==> config.mk <==
export PLATFORM = sky130hd
export DESIGN_NAME = level_sequencer
export DESIGN_NICKNAME = d
export VERILOG_FILES = /design/src/rtl/level_sequencer.sv
export SDC_FILE = /design/constraint.sdc
export NUM_CORES = 1
export LEC_CHECK = 0
export BUFFER_PORTS_ARGS = -buffer_cell sky130_fd_sc_hd__buf_2
export CORE_AREA = 2 2 107 109
export CTS_BUF_LIST = sky130_fd_sc_hd__clkbuf_8
export DETAILED_ROUTE_END_ITERATION = 12
export DIE_AREA = 0 0 109 111
export GPL_TIMING_DRIVEN = 0
export PLACE_DENSITY = 0.62
export REMOVE_ABC_BUFFERS = 1
export SLEW_MARGIN = 20
export SYNTH_ARGS = -nofsm -noshare
export SYNTH_HDL_FRONTEND = slang
export SYNTH_SLANG_ARGS = --single-unit
==> constraint.sdc <==
create_clock -name clk -period 2.7 [get_ports clk]
set_input_delay 0.27 -clock clk [delete_from_list [all_inputs] [get_ports clk]]
set_output_delay 0.27 -clock clk [all_outputs]
set_load 0.01 [all_outputs]
==> src/rtl/level_sequencer.sv <==
// Memory-game sequencer: plays an LFSR-generated LED pattern, then checks the player's presses.
// Optional macro SEQ_TIMEOUT_EN adds a per-symbol input timeout in WAIT.
module level_sequencer #(
  parameter int          STEP_CYCLES    = 12_500_000,
  parameter int          GAP_CYCLES     = 5_000_000,
  parameter int          TIMEOUT_CYCLES = 125_000_000,
  parameter logic [15:0] FIXED_SEED     = 16'h0000
) (
  input  logic       clk,
  input  logic       reset,
  input  logic [1:0] current_state,
  input  logic [3:0] current_level,
  input  logic       switch1,
  input  logic       switch2,
  input  logic       switch3,
  input  logic       switch4,
  output logic [3:0] led,
  output logic       input_phase,
  output logic       level_complete,
  output logic       game_over_signal
);

  localparam int MAX_A   = (STEP_CYCLES > GAP_CYCLES) ? STEP_CYCLES : GAP_CYCLES;
  localparam int MAX_CYC = (MAX_A > TIMEOUT_CYCLES) ? MAX_A : TIMEOUT_CYCLES;
  localparam int TIMER_W = $clog2(MAX_CYC + 1);

  typedef enum logic [3:0] {
    S_IDLE, S_LOAD, S_GAP, S_SHOW, S_ARM, S_WAIT, S_RELEASE, S_PASS, S_FAIL, S_DONE
  } state_t;

  function automatic logic [15:0] lfsr_next(input logic [15:0] v);
    return {1'b0, v[15:1]} ^ (v[0] ? 16'hB400 : 16'h0000);
  endfunction

  function automatic logic [3:0] len_clamp(input logic [3:0] lvl);
    return (lvl > 4'd8) ? 4'd9 : lvl + 4'd1;
  endfunction

  state_t               state, state_n;
  logic [15:0]          counter;
  logic [15:0]          seed;
  logic [15:0]          lfsr;
  logic [3:0]           len;
  logic [3:0]           idx;
  logic [TIMER_W-1:0]   timer;
  logic [3:0]           sw_p0, sw_p1, sw_p2;

  logic       active;
  logic       press_vld;
  logic       press_hit;
  logic       idx_last;
  logic       seed_ld, len_ld, lfsr_ld, lfsr_adv, idx_clr, idx_inc;

  assign active    = (current_state == 2'b01);
  // sw_p1 is the synchronized value; sw_p2 is its previous cycle for edge detection
  assign press_vld = (sw_p1 != 4'd0) && ((sw_p1 & (sw_p1 - 4'd1)) == 4'd0) &&
                     ((sw_p1 & sw_p2) == 4'd0);
  assign press_hit = (sw_p1 == (4'b0001 << lfsr[1:0]));
  assign idx_last  = ((idx + 4'd1) == len);

  assign led         = (state == S_SHOW) ? (4'b0001 << lfsr[1:0]) : 4'b0000;
  assign input_phase = (state == S_WAIT) || (state == S_RELEASE);

  always_ff @(posedge clk or posedge reset) begin
    if (reset) state <= S_IDLE;
    else       state <= state_n;
  end

  always_comb begin
    state_n  = state;
    seed_ld  = 1'b0;
    len_ld   = 1'b0;
    lfsr_ld  = 1'b0;
    lfsr_adv = 1'b0;
    idx_clr  = 1'b0;
    idx_inc  = 1'b0;
    case (state)
      S_IDLE: begin
        if (active) begin
          state_n = S_LOAD;
          seed_ld = 1'b1;
        end
      end
      S_LOAD: begin
        len_ld  = 1'b1;
        lfsr_ld = 1'b1;
        idx_clr = 1'b1;
        state_n = S_GAP;
      end
      S_GAP: begin
        if (timer == TIMER_W'(GAP_CYCLES - 1)) state_n = S_SHOW;
      end
      S_SHOW: begin
        if (timer == TIMER_W'(STEP_CYCLES - 1)) begin
          lfsr_adv = 1'b1;
          idx_inc  = 1'b1;
          state_n  = idx_last ? S_ARM : S_GAP;
        end
      end
      S_ARM: begin
        lfsr_ld = 1'b1;
        idx_clr = 1'b1;
        state_n = S_WAIT;
      end
      S_WAIT: begin
        if (press_vld) state_n = press_hit ? S_RELEASE : S_FAIL;
`ifdef SEQ_TIMEOUT_EN
        else if (timer == TIMER_W'(TIMEOUT_CYCLES - 1)) state_n = S_FAIL;
`endif
      end
      S_RELEASE: begin
        if (sw_p1 == 4'd0) begin
          lfsr_adv = 1'b1;
          idx_inc  = 1'b1;
          state_n  = idx_last ? S_PASS : S_WAIT;
        end
      end
      S_PASS:  state_n = S_DONE;
      S_FAIL:  state_n = S_DONE;
      S_DONE:  if (!active) state_n = S_IDLE;
      default: state_n = S_IDLE;
    endcase
    // Leaving LEVEL_INCREMENT abandons the round silently
    if ((state != S_IDLE) && !active) state_n = S_IDLE;
  end

  always_ff @(posedge clk or posedge reset) begin
    if (reset) begin
      counter          <= 16'hACE1;
      seed             <= 16'h0000;
      lfsr             <= 16'h0000;
      len              <= 4'd0;
      idx              <= 4'd0;
      timer            <= '0;
      sw_p0            <= 4'd0;
      sw_p1            <= 4'd0;
      sw_p2            <= 4'd0;
      level_complete   <= 1'b0;
      game_over_signal <= 1'b0;
    end else begin
      counter <= counter + 16'd1;
      sw_p0   <= {switch4, switch3, switch2, switch1};
      sw_p1   <= sw_p0;
      sw_p2   <= sw_p1;
      if (seed_ld) seed <= (FIXED_SEED != 16'h0000) ? FIXED_SEED : (counter | 16'h0001);
      if (len_ld)  len  <= len_clamp(current_level);
      if (lfsr_ld)       lfsr <= seed;
      else if (lfsr_adv) lfsr <= lfsr_next(lfsr);
      if (idx_clr)      idx <= 4'd0;
      else if (idx_inc) idx <= idx + 4'd1;
      // Every state change restarts the shared timer
      timer            <= (state_n != state) ? '0 : timer + 1'b1;
      level_complete   <= (state == S_PASS) && active;
      game_over_signal <= (state == S_FAIL) && active;
    end
  end

endmodule

=== Yosys cells after proc, flatten, opt, wreduce, memory -nomap -nowiden ===
Index checks and enable logic that the tools add are counted.

* Add/subtract/negate cells: 5
* $lt $le $gt $ge: 1
* Eq/ne operators: 15
* Shifts and indexed selects: 1
* Muxes and demuxes: 26
* Bitwise logic cells: 3
* Reductions and logical operators: 16

{| class="wikitable"
|+ Operator list
! kind !! count
|-
| $mux 16 || 3
|-
| $mux 4 || 12
|-
| $pmux 4 s9 || 1
|-
| $add 27x1->27 const B || 1
|-
| $eq 27x23->1 const B || 1
|-
| $eq 27x24->1 const B || 1
|-
| $mux 27 || 1
|-
| $add 16x1->16 const B || 1
|-
| $eq 4x3->1 const B || 4
|-
| $logic_not 4->1 || 4
|-
| $xor 15x16->16 || 1
|-
| $add 4x1->4 const B || 2
|-
| $and 4x4->4 || 2
|-
| $eq 4x2->1 const B || 2
|-
| $eq 4x4->1 || 2
|-
| $eq 4x4->1 const B || 2
|-
| $reduce_bool 4->1 || 2
|-
| $mux 1 || 6
|-
| $logic_and 1x1->1 || 5
|-
| $eq 4x1->1 const B || 1
|-
| $gt 4x4->1 const B || 1
|-
| $ne 4x4->1 || 1
|-
| $reduce_or 2->1 || 2
|-
| $shl 1x2->4 const A || 1
|-
| 8 further kinds || 8
|}

* Register bits: 101
* Word-level logic and storage cells: 79

=== Longest topological paths before layout ===
Gate-level depths: netlist of run 1.

* Depth after elaboration: 10
* Gate-level depth with buffers: 9
* Gate-level depth less buffers: 8

=== Worst setup path after synthesis of run 1 ===
OpenSTA, ideal clock, no wires.

* Path kind: reg2reg
* Start point: register sw_p1[2]
* End point: register timer[19]
* Setup time: 119 ps
* Data arrival time: 2265 ps
* Data required time: 2581 ps
* Setup slack: 316 ps
* Cell stages (with the launch flop): 10
* Period minus slack after synthesis: 2384 ps
* Path through: dfrtp_1 -> buf_6 -> or4b_1 -> a21oi_1 -> o22ai_1 -> o311a_1 -> a211o_1 -> o2111ai_2 -> buf_6 -> nor2_1

* Longest elaborated chain between the ends: 10

{| class="wikitable"
|+ Ends and longest elaborated chain
! what !! line !! source
|-
| start: declaration || 46 || <nowiki>logic [3:0] sw_p0, sw_p1, sw_p2;</nowiki>
|-
| start signal: assignment || 143 || <nowiki>sw_p1 <= sw_p0;</nowiki>
|-
| $sub 4x1->4 || 56 || <nowiki>assign press_vld = (sw_p1 != 4'd0) && ((sw_p1 & (sw_p1 - 4'd1)) == 4'd0) &&</nowiki>
|-
| $and 4x4->4 || 56 ||
|-
| $logic_not 4->1 || 56 ||
|-
| $logic_and 1x1->1 (2 in a row) || 56 ||
|-
| $mux 4 || 106 || <nowiki>if (press_vld) state_n = press_hit ? S_RELEASE : S_FAIL;</nowiki>
|-
| $pmux 4 s9 * || 77 || <nowiki>case (state)</nowiki>
|-
| $mux 4 * || 124 || <nowiki>if ((state != S_IDLE) && !active) state_n = S_IDLE;</nowiki>
|-
| $ne 4x4->1 * || 152 || <nowiki>timer <= (state_n != state) ? '0 : timer + 1'b1;</nowiki>
|-
| $mux 27 * || 152 ||
|-
| end signal: assignment || 152 ||
|-
| end: declaration || 45 || <nowiki>logic [TIMER_W-1:0] timer;</nowiki>
|}

Mark *: on every way between the ends. The rest lies on a longest branch, timed or not.
A chain may end at the register's enable or synchronous reset.

=== Worst setup path after layout of run 1 ===
* Start point: register sw_p1[1]
* End point: register timer[17]

Same word-level chain as after synthesis.

==> flow_metrics.env, run 1 <==
export IMPL_status="complete, no violations"
export IMPL_grt_max_degree=68
export IMPL_gp_congestion=0.861
export IMPL_clk_pin_slew_ns=0.10
export IMPL_final_nets=508
export IMPL_final_max_slew_violation_count=0
export IMPL_fillers=1026
export IMPL_n_antenna_cell=0
export IMPL_synthFlopType="dfrtp_1"
export IMPL_p_int_mw=2.61
export IMPL_dieArea_um2=12100
export IMPL_vias_per_cell=5.40
export IMPL_grtUsageMet3_pct=4.47
export IMPL_die_height_um=111
export IMPL_rows=39
export IMPL_startpoint="sw_p1[1]"
export IMPL_ff2ff_path_depth=7
export IMPL_finalCritPeriodShare_pct=96.7
export IMPL_met1_usage_pct=24.3
export IMPL_grt_ovfl_total=0
export IMPL_vias=3449
export IMPL_ir_drop_uv=299
export IMPL_cts_tree="yes"
export IMPL_hold_path_cell_count=2
export IMPL_clock_path_buffers=2
export IMPL_combPwrFrac_pct=27.1
export IMPL_wl_per_cell_um=15.1
export IMPL_grt_first_pass_wirelength_um=16100
export IMPL_synthCells=459
export IMPL_yosysSeqAreaShare_pct=52.8
export IMPL_fin_skew_ns=0.0135
export IMPL_grt_util_all_layers_pct=16.8
export IMPL_ys_ff_latch=101
export IMPL_multi_input_area_um2=2300
export IMPL_syn_cell_area_um2=4810
export IMPL_grt_busiest_layer="met2"
export IMPL_r2r_end="timer[17]"
export IMPL_drt_iter0_markers=247
export IMPL_die_w_um=109
export IMPL_ff2ff_setup_slack_ns=0.09
export IMPL_insertion_delay_ns=0.38
export IMPL_fin_crit_ns=2.61
export IMPL_synth_edf_count=0
export IMPL_holdCritPathClass="primary input to flip-flop"
export IMPL_place_ws_ns=-0.172
export IMPL_reg2reg_from="sw_p1[1]"
export IMPL_clkPwrFrac_pct=23.2
export IMPL_ys_async_sr_fraction_pct=100
export IMPL_postRouteAntennaNets=0
export IMPL_switching_power_mw=1.29
export IMPL_fin_area_um2=5510
export IMPL_placed_area_um2=5090
export IMPL_avgSynthCellArea_um2=10.5
export IMPL_cpMaxStageDelayCell="dfrtp_2"
export IMPL_antenna_found_initial=0
export IMPL_setup_ws_ns=0.0881
export IMPL_cp_start_kind="flip-flop"
export IMPL_io_pins=19
export IMPL_grt_pass1_vias=3250
export IMPL_required_ns=2.95
export IMPL_rsz0062_at_grt="true"
export IMPL_drc=0
export IMPL_worstSetupPathType="flip-flop to flip-flop"
export IMPL_fin_hold_ws_ns=0.128
export IMPL_root_buffer="clkbuf_8"
export IMPL_pwr_density_cell_nw_per_um2=708
export IMPL_yosys_warnings=0
export IMPL_initial_core_util_pct=43.4
export IMPL_worst_slew_pin_slew_ns=0.847
export IMPL_area_growth_pct=14.5
export IMPL_synth_distinct_cells=48
export IMPL_fmax_mhz=383
export IMPL_path_cells="or3b_1, a2111oi_0, a21oi_1, o311a_1, a211o_2, o2111ai_2, nor2_1"
export IMPL_grtUsageMet2_pct=24.3
export IMPL_slew_headroom_pct=43.4
export IMPL_maxCapViolCount=0
export IMPL_end_kind="flip-flop"
export IMPL_firstDrtPassIters=4
export IMPL_worstPathArrival_ns=2.86
export IMPL_crit_path_max_incr_delay_ns=0.47
export IMPL_htreeDepth=3
export IMPL_core_area_um2=11100
export IMPL_finalHoldViolations=0
export IMPL_min_delay_start="current_level[0]"
export IMPL_cts_sinks=101
export IMPL_setup_violations_final=0
export IMPL_drive_gt1_share_pct=19.0
export IMPL_portBuffers=18
export IMPL_numCtsBuffers=9
export IMPL_p_leak_nw=2.45
export IMPL_regArea_um2=2540
export IMPL_seq_power_share_pct=49.8
export IMPL_place_hpwl_um=6110
export IMPL_min_delay_worst_endpoint="len[0]"
export IMPL_switching_share_pct=33.1
export IMPL_wirelength_um=9660
export IMPL_cp_max_fo=8
## layer usage
| layer | up-vias | routed length [um] | share of wire, % |
|---|---|---|---|
| met5 | - | 0 | 0 |
| met4 | 0 | 118 | 1.2 |
| met3 | 9 | 379 | 3.9 |
| met2 | 53 | 4410 | 46 |
| met1 | 1704 | 4750 | 49 |
| li1 | 1683 | - | - |
## power by group through the flow
stage / sequential, mW / combinational [mW] / clock [mW]
2_1_floorplan: 1.92 / 0.694 / 0
3_3_place_gp: 1.97 / 0.825 / 0
3_5_place_dp: 1.98 / 0.895 / 0
4_1_cts: 1.95 / 0.961 / 0.934
5_1_grt: 1.98 / 1.18 / 0.994
6_report: 1.94 / 1.06 / 0.902
## critical path: cells and delay by family, from the launching register on
kind            cells  cell delay [ns]
compound gates      5             1.52
flops               1             0.47
simple gates        2             0.49
## kinds of logic after synthesis
kind of cell               Yosys count  synth area share (%)
and+or+nand+nor                    191                  20.6
xor gates and xnor gates            47                  8.87
adders and majority gates            5                  1.30
buffers and inverters               26                  2.50
DFF                                101                  52.8
AOI/OAI and AO/OA                   57                  6.87
muxes                               32                  7.13
## through the flow
step / cells / TNS, ns / util, % / total power, mW
floorplan: 444 / -23.26 / - / 2.61
global placement: 605 / -161.91 / 45.1 / 2.79
detailed placement: 608 / -3.45 / 46.0 / 2.87
CTS: 631 / 0 / 48.7 / 3.85
global route: 639 / -0.0112 / 49.7 / 4.15
finish: 639 / 0 / 49.7 / 3.89
## state kept, by name (all words and copies together), names as in the netlist
signal	flops
state	4
lfsr	16
sw_p0	4
len	4
seed	16
game_over_signal	1
counter	16
sw_p2	4
sw_p1	4
timer	27
idx	4
level_complete	1
## cell type report
type,instances,share of cell area (%)
Clock buffer,10,2.50
Clock inverter,6,0.795
Inverter,11,0.841
Multi-Input combinational cell,335,41.9
Sequential cell,101,46.2
Tap cell,143,3.25
Timing Repair Buffer,33,4.55
## cell usage after synthesis (2+ instances only)
master / n / area [um2]
clkbuf_1: 11 / 41.3
mux2i_1: 14 / 140
inv_1: 11 / 41.3
dfrtp_1: 93 / 2330
ha_1: 5 / 62.6
nor4b_1: 2 / 17.5
nand3b_1: 2 / 15.0
nor3b_1: 7 / 52.6
dfstp_2: 8 / 210
xnor2_1: 23 / 201
buf_6: 3 / 33.8
nand4_1: 10 / 62.6
nand2_1: 23 / 86.3
o21ai_0: 10 / 50.1
o22ai_1: 2 / 12.5
a31oi_1: 3 / 18.8
a2111oi_0: 2 / 17.5
nor2_1: 69 / 259
nand2b_1: 6 / 37.5
or3_1: 3 / 18.8
nor4bb_1: 2 / 20.0
nor2b_1: 5 / 31.3
or4b_1: 2 / 20.0
and4_1: 7 / 61.3
mux2_2: 18 / 203
nor3_1: 8 / 40.0
nand3_1: 22 / 110
a21oi_1: 32 / 160
and3_1: 12 / 75.1
xor2_1: 23 / 201
nor4_1: 4 / 25.0
## timing repair
action	CTS	global route
endpoints found under the setup margin	27	41
hold buffers	5	0
cloned	2	1
buffers inserted	0	7
pin swaps	1	3
gates resized for setup	8	12
endpoints found under the hold margin	38	0
## layout by cell type (no fill, tap or decap), types with 4 or more instances in the layout
master	n
dfrtp_1	88
nor2_1	68
a21oi_1	30
xnor2_1	23
nand2_1	23
xor2_1	23
nand3_1	22
mux2_2	18
buf_2	18
mux2i_1	14
and3_1	12
inv_1	10
nand4_1	10
clkbuf_8	10
o21ai_0	9
dfstp_2	8
nor3b_1	7
and4_1	7
nor3_1	7
buf_4	7
nand2b_1	6
nor2b_1	5
ha_1	5
dlygate4sd3_1	5
dfrtp_2	5
inv_6	4
## worst max-delay path by stage
stage / cells after the start / slack (ns) / to
detailed placement: 7 / -0.17 / timer[25]
finish: 7 / 0.09 / timer[17]
floorplan: 7 / -0.40 / lfsr[10]
CTS: 7 / 0.02 / timer[23]
global route: 7 / -0.006 / timer[8]
global placement: 2 / -1.41 / lfsr[12]
Power figures use the tool's default switching activity.
==> inputs of run 2 (changes only) <==
Settings changed: ABC_AREA from default to 1, CORE_AREA 2 2 107 109 to 3 3 112 114, DIE_AREA 0 0 109 111 to 0 0 115 117, REMOVE_ABC_BUFFERS 1 to default.
==> run 2 against run 1 <==
Effect of this change:
- register-to-register slack improved by 0.40 ns
- cell count increased by 25%
- largest power group unchanged
- critical endpoint is now timer[14]
- die area increased by 11%
==> flow_metrics.env, run 2 <==
export IMPL_synth_most_common_cell="nand2_1"
export IMPL_clk_pin_slew_ns=0.10
export IMPL_fin_skew_ns=0.0150
export IMPL_gp_congestion=0.831
export IMPL_wirelength_um=10100
export IMPL_synth_top_cell_area_share_pct=45.1
export IMPL_clock_path_buffers=2
export IMPL_critical_path_top_delay_family="simple AND/OR/NAND/NOR gates"
export IMPL_grt_first_pass_wirelength_um=18000
export IMPL_maxCapViolCount=0
export IMPL_wl_per_cell_um=12.6
export IMPL_grt_util_all_layers_pct=16.7
export IMPL_p_leak_nw=2.68
export IMPL_grt_pass1_vias=3885
export IMPL_core_area_um2=11500
export IMPL_postRouteAntennaNets=0
export IMPL_most_common_layout_cells="nand2_1, inv_1, dfrtp_1, nor2_1, o21ai_0"
export IMPL_cts_tree="yes"
export IMPL_met2_length_um=4730
export IMPL_synth_edf_count=0
export IMPL_reg2reg_from="idx[0]"
export IMPL_grt_max_degree=29
export IMPL_root_buffer="clkbuf_8"
export IMPL_n_antenna_cell=0
export IMPL_die_w_um=115
export IMPL_area_growth_pct=10.9
export IMPL_synthTopCellsByArea="dfrtp_1, nand2_1, inv_1"
export IMPL_final_common_cell="nand2_1"
export IMPL_htreeDepth=3
export IMPL_path_buf_inv=1
export IMPL_worst_slew_pin_slew_ns=0.601
export IMPL_end_kind="flip-flop"
export IMPL_yosysSeqAreaShare_pct=49.1
export IMPL_drt_iter0_markers=269
export IMPL_yosys_warnings=0
export IMPL_final_max_slew_violation_count=0
export IMPL_setup_ws_ns=0.488
export IMPL_numCtsBuffers=9
export IMPL_startpoint="idx[0]"
export IMPL_regArea_um2=2540
export IMPL_cpMaxStageDelayCell="dfrtp_1"
export IMPL_min_delay_start="current_level[0]"
export IMPL_dieArea_um2=13500
export IMPL_top_layer="met4"
export IMPL_tns_ns=0
export IMPL_ctsResizeCount=0
export IMPL_slew_headroom_pct=59.8
export IMPL_drive_gt1_share_pct=14.5
export IMPL_rsz0062_at_grt="false"
export IMPL_vias=3990
export IMPL_avgSynthCellArea_um2=8.40
export IMPL_power_mw=4.01
export IMPL_setup_violations_final=0
export IMPL_synthesis_nets=632
export IMPL_path_cells="ha_1, nand2_1, nand2_1, nand2_1, nand2_1, nor2_1, nand2_1, o21ai_0, nand4_1, nand2_1, nand2_1, nand2_2, buf_6, nor3_2"
export IMPL_drc=0
export IMPL_fmax_mhz=452
export IMPL_initial_core_util_pct=44.8
export IMPL_ys_ff_latch=101
export IMPL_crit_path_max_incr_delay_ns=0.47
export IMPL_synthFlopType="dfrtp_1"
export IMPL_critPathMostFrequentCell="nand2_1"
export IMPL_holdCritPathClass="primary input to flip-flop"
export IMPL_top_register="timer"
export IMPL_post_cts_buffers=0
export IMPL_worstPathArrival_ns=2.47
export IMPL_synth_distinct_cells=31
export IMPL_place_ws_ns=0.490
export IMPL_synth_top_cell_by_area="dfrtp_1"
export IMPL_ir_drop_uv=267
export IMPL_io_pins=19
export IMPL_worstSetupPathType="flip-flop to flip-flop"
export IMPL_cp_max_fo=10
export IMPL_die_height_um=117
export IMPL_finalHoldViolations=0
export IMPL_synth_commonest_cells="nand2_1, dfrtp_1, inv_1, nor2_1, o21ai_0"
export IMPL_portBuffers=18
export IMPL_place_hpwl_um=7500
export IMPL_vias_per_cell=4.99
export IMPL_required_ns=2.96
export IMPL_multi_input_area_um2=2180
export IMPL_syn_cell_area_um2=5160
export IMPL_synthCells=615
export IMPL_firstDrtPassIters=5
export IMPL_fin_crit_ns=2.21
export IMPL_cts_sinks=101
export IMPL_grt_ovfl_total=0
export IMPL_largest_reg_flops=27
export IMPL_ctsHoldBuffers=5
export IMPL_fillers=1081
export IMPL_insertion_delay_ns=0.38
export IMPL_met3WireLength_um=288
export IMPL_finalCritPeriodShare_pct=81.9
export IMPL_pwr_density_cell_nw_per_um2=701
export IMPL_status="complete, no violations"
export IMPL_final_nets=669
export IMPL_rows=39
export IMPL_antenna_found_initial=0
export IMPL_ys_async_sr_fraction_pct=100
export IMPL_met1_length_um=4990
export IMPL_cp_start_kind="flip-flop"
## run 2: cell count changes in the layout (fill, tap and decap cells not counted), moves of 12 or more
cell / change
mux2i_1: -14
nor3_1: +17
o21ai_0: +30
and3_1: -12
xnor2_1: -16
nand2_1: +112
a21oi_1: -28
nor2_1: -14
inv_1: +85
o211ai_1: +13
mux2_2: -18
nor3_2: +21
## run 2: cells by family after synthesis
kind of cell,Yosys count,synth area share [%]
flops,101,49.1
buf+inv,110,8.67
xor+xnor,38,6.45
compound gates,61,6.81
simple gates,300,27.7
fa+ha+maj,5,1.21
## run 2: final cells by class
class	instances	share of cell area, %
Timing Repair Buffer	26	3.63
Clock inverter	6	0.590
Tap cell	143	3.13
Clock buffer	10	2.40
Sequential cell	101	44.3
Buffer	12	1.40
Inverter	98	6.49
Multi-Input combinational cell	404	38.0
## run 2: report_power, final
| part | leakage (nW) | switching, mW | internal, mW |
|---|---|---|---|
| clock | 0.100 | 0.509 | 0.353 |
| sequential | 1.30 | 0.164 | 1.74 |
| combinational | 1.27 | 0.830 | 0.415 |
| total | 2.68 | 1.50 | 2.51 |
## run 2: final timing paths
kind | end | slack, ns | cells past startpoint
worst min register to register | sw_p1[1] | 0.36 | 0
max in group asynchronous | timer[12] | 1.28 | 6
min in group asynchronous | counter[1] | 0.50 | 3
worst min-delay path | len[0] | 0.10 | 2
worst max register to register | timer[14] | 0.49 | 14
worst max-delay path | timer[14] | 0.49 | 14
## run 2: per-stage QoR
step	area, um2	util, %	hold WS, ns	std cells
after floorplan	5170	-	0.301	615
after global placement	5440	47.2	0.335	776
after detailed placement	5500	47.8	0.335	779
after CTS	5730	49.7	0.0765	800
after global routing	5730	49.7	0.0848	800
final	5730	49.7	0.103	800
## run 2: routing by layer
| metal | up-vias | track usage [%] |
|---|---|---|
| li1 | 2025 | - |
| met4 | 0 | 4.30 |
| met3 | 7 | 4.47 |
| met1 | 1919 | 22.7 |
| met2 | 39 | 26.7 |
| met5 | - | 0 |
==> inputs of run 3 (changes only) <==
Settings changed: PLACE_DENSITY 0.62 to 0.6.
Clock period 2.7 ns to 2.16 ns, I/O delays scaled along.
==> run 3 against run 2 <==
Effect of this change:
- register-to-register slack got worse by 0.47 ns
- count of clock-buffer cells in the layout is the same
- combinational power up 95%
- critical path depth up 2
- sequential share of layout area fell by 4.2 points
- die area unchanged
- setup slack got worse by 0.47 ns
- power is 51% higher
- via count up 4.2%
- first-iteration DRC count decreased by 17%
- clock power increased by 42%
==> flow_metrics.env, run 3 (synthesis gave the netlist of run 2 again) <==
export IMPL_n_antenna_cell=0
export IMPL_drt_iter0_markers=223
export IMPL_place_ws_ns=-0.0705
export IMPL_gp_congestion=0.856
export IMPL_initial_core_util_pct=44.8
export IMPL_worstPathArrival_ns=2.47
export IMPL_fin_hold_ws_ns=0.0276
export IMPL_cts_tree="yes"
export IMPL_grtUsageMet3_pct=4.63
export IMPL_fin_crit_ns=2.14
export IMPL_setup_violations_final=0
export IMPL_pwr_density_cell_nw_per_um2=954
export IMPL_firstDrtPassIters=4
export IMPL_clk_pin_slew_ns=0.10
export IMPL_maxCapViolCount=0
export IMPL_root_buffer="clkbuf_8"
export IMPL_place_hpwl_um=7650
export IMPL_grt_first_pass_wirelength_um=18900
export IMPL_insertion_delay_ns=0.40
export IMPL_startpoint="timer[0]"
export IMPL_area_growth_pct=22.6
export IMPL_ir_drop_uv=499
export IMPL_end_kind="flip-flop"
export IMPL_final_nets=693
export IMPL_rsz0062_at_grt="true"
export IMPL_antenna_found_initial=0
export IMPL_worstSetupPathType="flip-flop to flip-flop"
export IMPL_cp_max_fo=6
export IMPL_vias_per_cell=5.05
export IMPL_finalCritPeriodShare_pct=99.3
export IMPL_fin_area_um2=6330
export IMPL_status="complete, no violations"
export IMPL_min_delay_start="current_level[0]"
export IMPL_largest_reg_flops=27
export IMPL_final_common_cell="nand2_1"
export IMPL_hold_path_cell_count=2
export IMPL_setup_ws_ns=0.0158
export IMPL_power_mw=6.04
export IMPL_drc=0
export IMPL_required_ns=2.48
export IMPL_clock_path_buffers=2
export IMPL_grt_pass1_vias=4052
export IMPL_postRouteAntennaNets=0
export IMPL_fin_skew_ns=0.0171
export IMPL_grt_util_all_layers_pct=17.6
export IMPL_vias=4158
export IMPL_holdCritPathClass="primary input to flip-flop"
export IMPL_cts_sinks=101
export IMPL_grt_ovfl_total=0
export IMPL_grt_max_degree=28
export IMPL_htreeDepth=3
export IMPL_io_pins=19
export IMPL_rows=39
export IMPL_ff2ff_path_depth=16
export IMPL_reg2reg_from="timer[0]"
export IMPL_drive_gt1_share_pct=24.1
export IMPL_core_area_um2=11500
export IMPL_grtUsageMet2_pct=27.3
export IMPL_most_common_layout_cells="nand2_1, dfrtp_1, inv_1, nor2_1, o21ai_0"
export IMPL_stdcell_count=824
export IMPL_slew_headroom_pct=62.4
export IMPL_dieArea_um2=13500
export IMPL_p_leak_nw=2.89
export IMPL_final_util_pct=55.0
export IMPL_wirelength_um=11300
export IMPL_finalHoldViolations=0
export IMPL_tns_ns=0
export IMPL_place_inst=779
export IMPL_worst_slew_pin_slew_ns=0.563
export IMPL_wl_per_cell_um=13.7
export IMPL_top_register="timer"
export IMPL_fmax_mhz=466
export IMPL_die_w_um=115
export IMPL_grt_busiest_layer="met2"
export IMPL_final_max_slew_violation_count=0
export IMPL_cp_start_kind="flip-flop"
export IMPL_numCtsBuffers=9
export IMPL_met1_usage_pct=23.8
export IMPL_portBuffers=18
export IMPL_placed_area_um2=5500
export IMPL_die_height_um=117
[run 3: changes by cell type in the layout (fill, tap and decap cells not counted), moves of 5 or more]
cell     before  now
nor2_1       54   47
buf_12        2    7
nand2_1     135  129
nor3_2       22   17
buf_4         0   16
nor3_1       24   13
inv_1        95   88
nor3_4        0   16
[run 3: final cells by class]
type	count	area, um2
Clock inverter	6	57.6
Multi-Input combinational cell	405	2470
Tap cell	143	179
Clock buffer	10	138
Fill cell	1064	5180
Buffer	12	118
Timing Repair Buffer	49	454
Inverter	98	374
Sequential cell	101	2540
[run 3: routing by layer]
layer  part of all wire, %  vias up
met5                     0        -
met4                   1.1        0
met3                   3.4        9
met2                    49       53
met1                    47     2014
li1                      -     2082
[run 3: final timing paths]
kind	to	slack [ns]
setup / recovery	timer[6]	0.02
setup reg to reg	timer[6]	0.02
hold / removal	len[0]	0.03
max in group asynchronous	counter[13]	0.93
hold reg to reg	sw_p1[3]	0.36
min in group asynchronous	lfsr[3]	0.42
[run 3: power breakdown]
group / internal [mW] / leakage [nW] / switching (mW)
clock network: 0.483 / 0.102 / 0.735
registers: 2.18 / 1.30 / 0.204
logic: 1.02 / 1.49 / 1.42
total: 3.69 / 2.89 / 2.35
[run 3: critical path, cell delays in order, from the launching register on]
cell	delay (ns)
dfrtp_1	0.39
ha_2	0.19
nand2_2	0.08
nor2_4	0.11
nand2_1	0.07
nor2_1	0.11
nand2_2	0.10
nand2_1	0.07
nand2_1	0.06
inv_2	0.05
nand2_2	0.05
nand2_2	0.08
nand2_2	0.07
nand2_4	0.08
nand3_4	0.19
clkbuf_16	0.24
nor3_2	0.14
[run 3: repair_timing]
| action | in CTS | in global routing |
|---|---|---|
| buffers inserted | 2 | 17 |
| setup endpoints to repair | 21 | 51 |
| resized for setup | 7 | 74 |
| gates cloned | 0 | 5 |
| endpoints found under the hold margin | 26 | 0 |
| hold buffers | 5 | 0 |
| pin swaps | 1 | 29 |
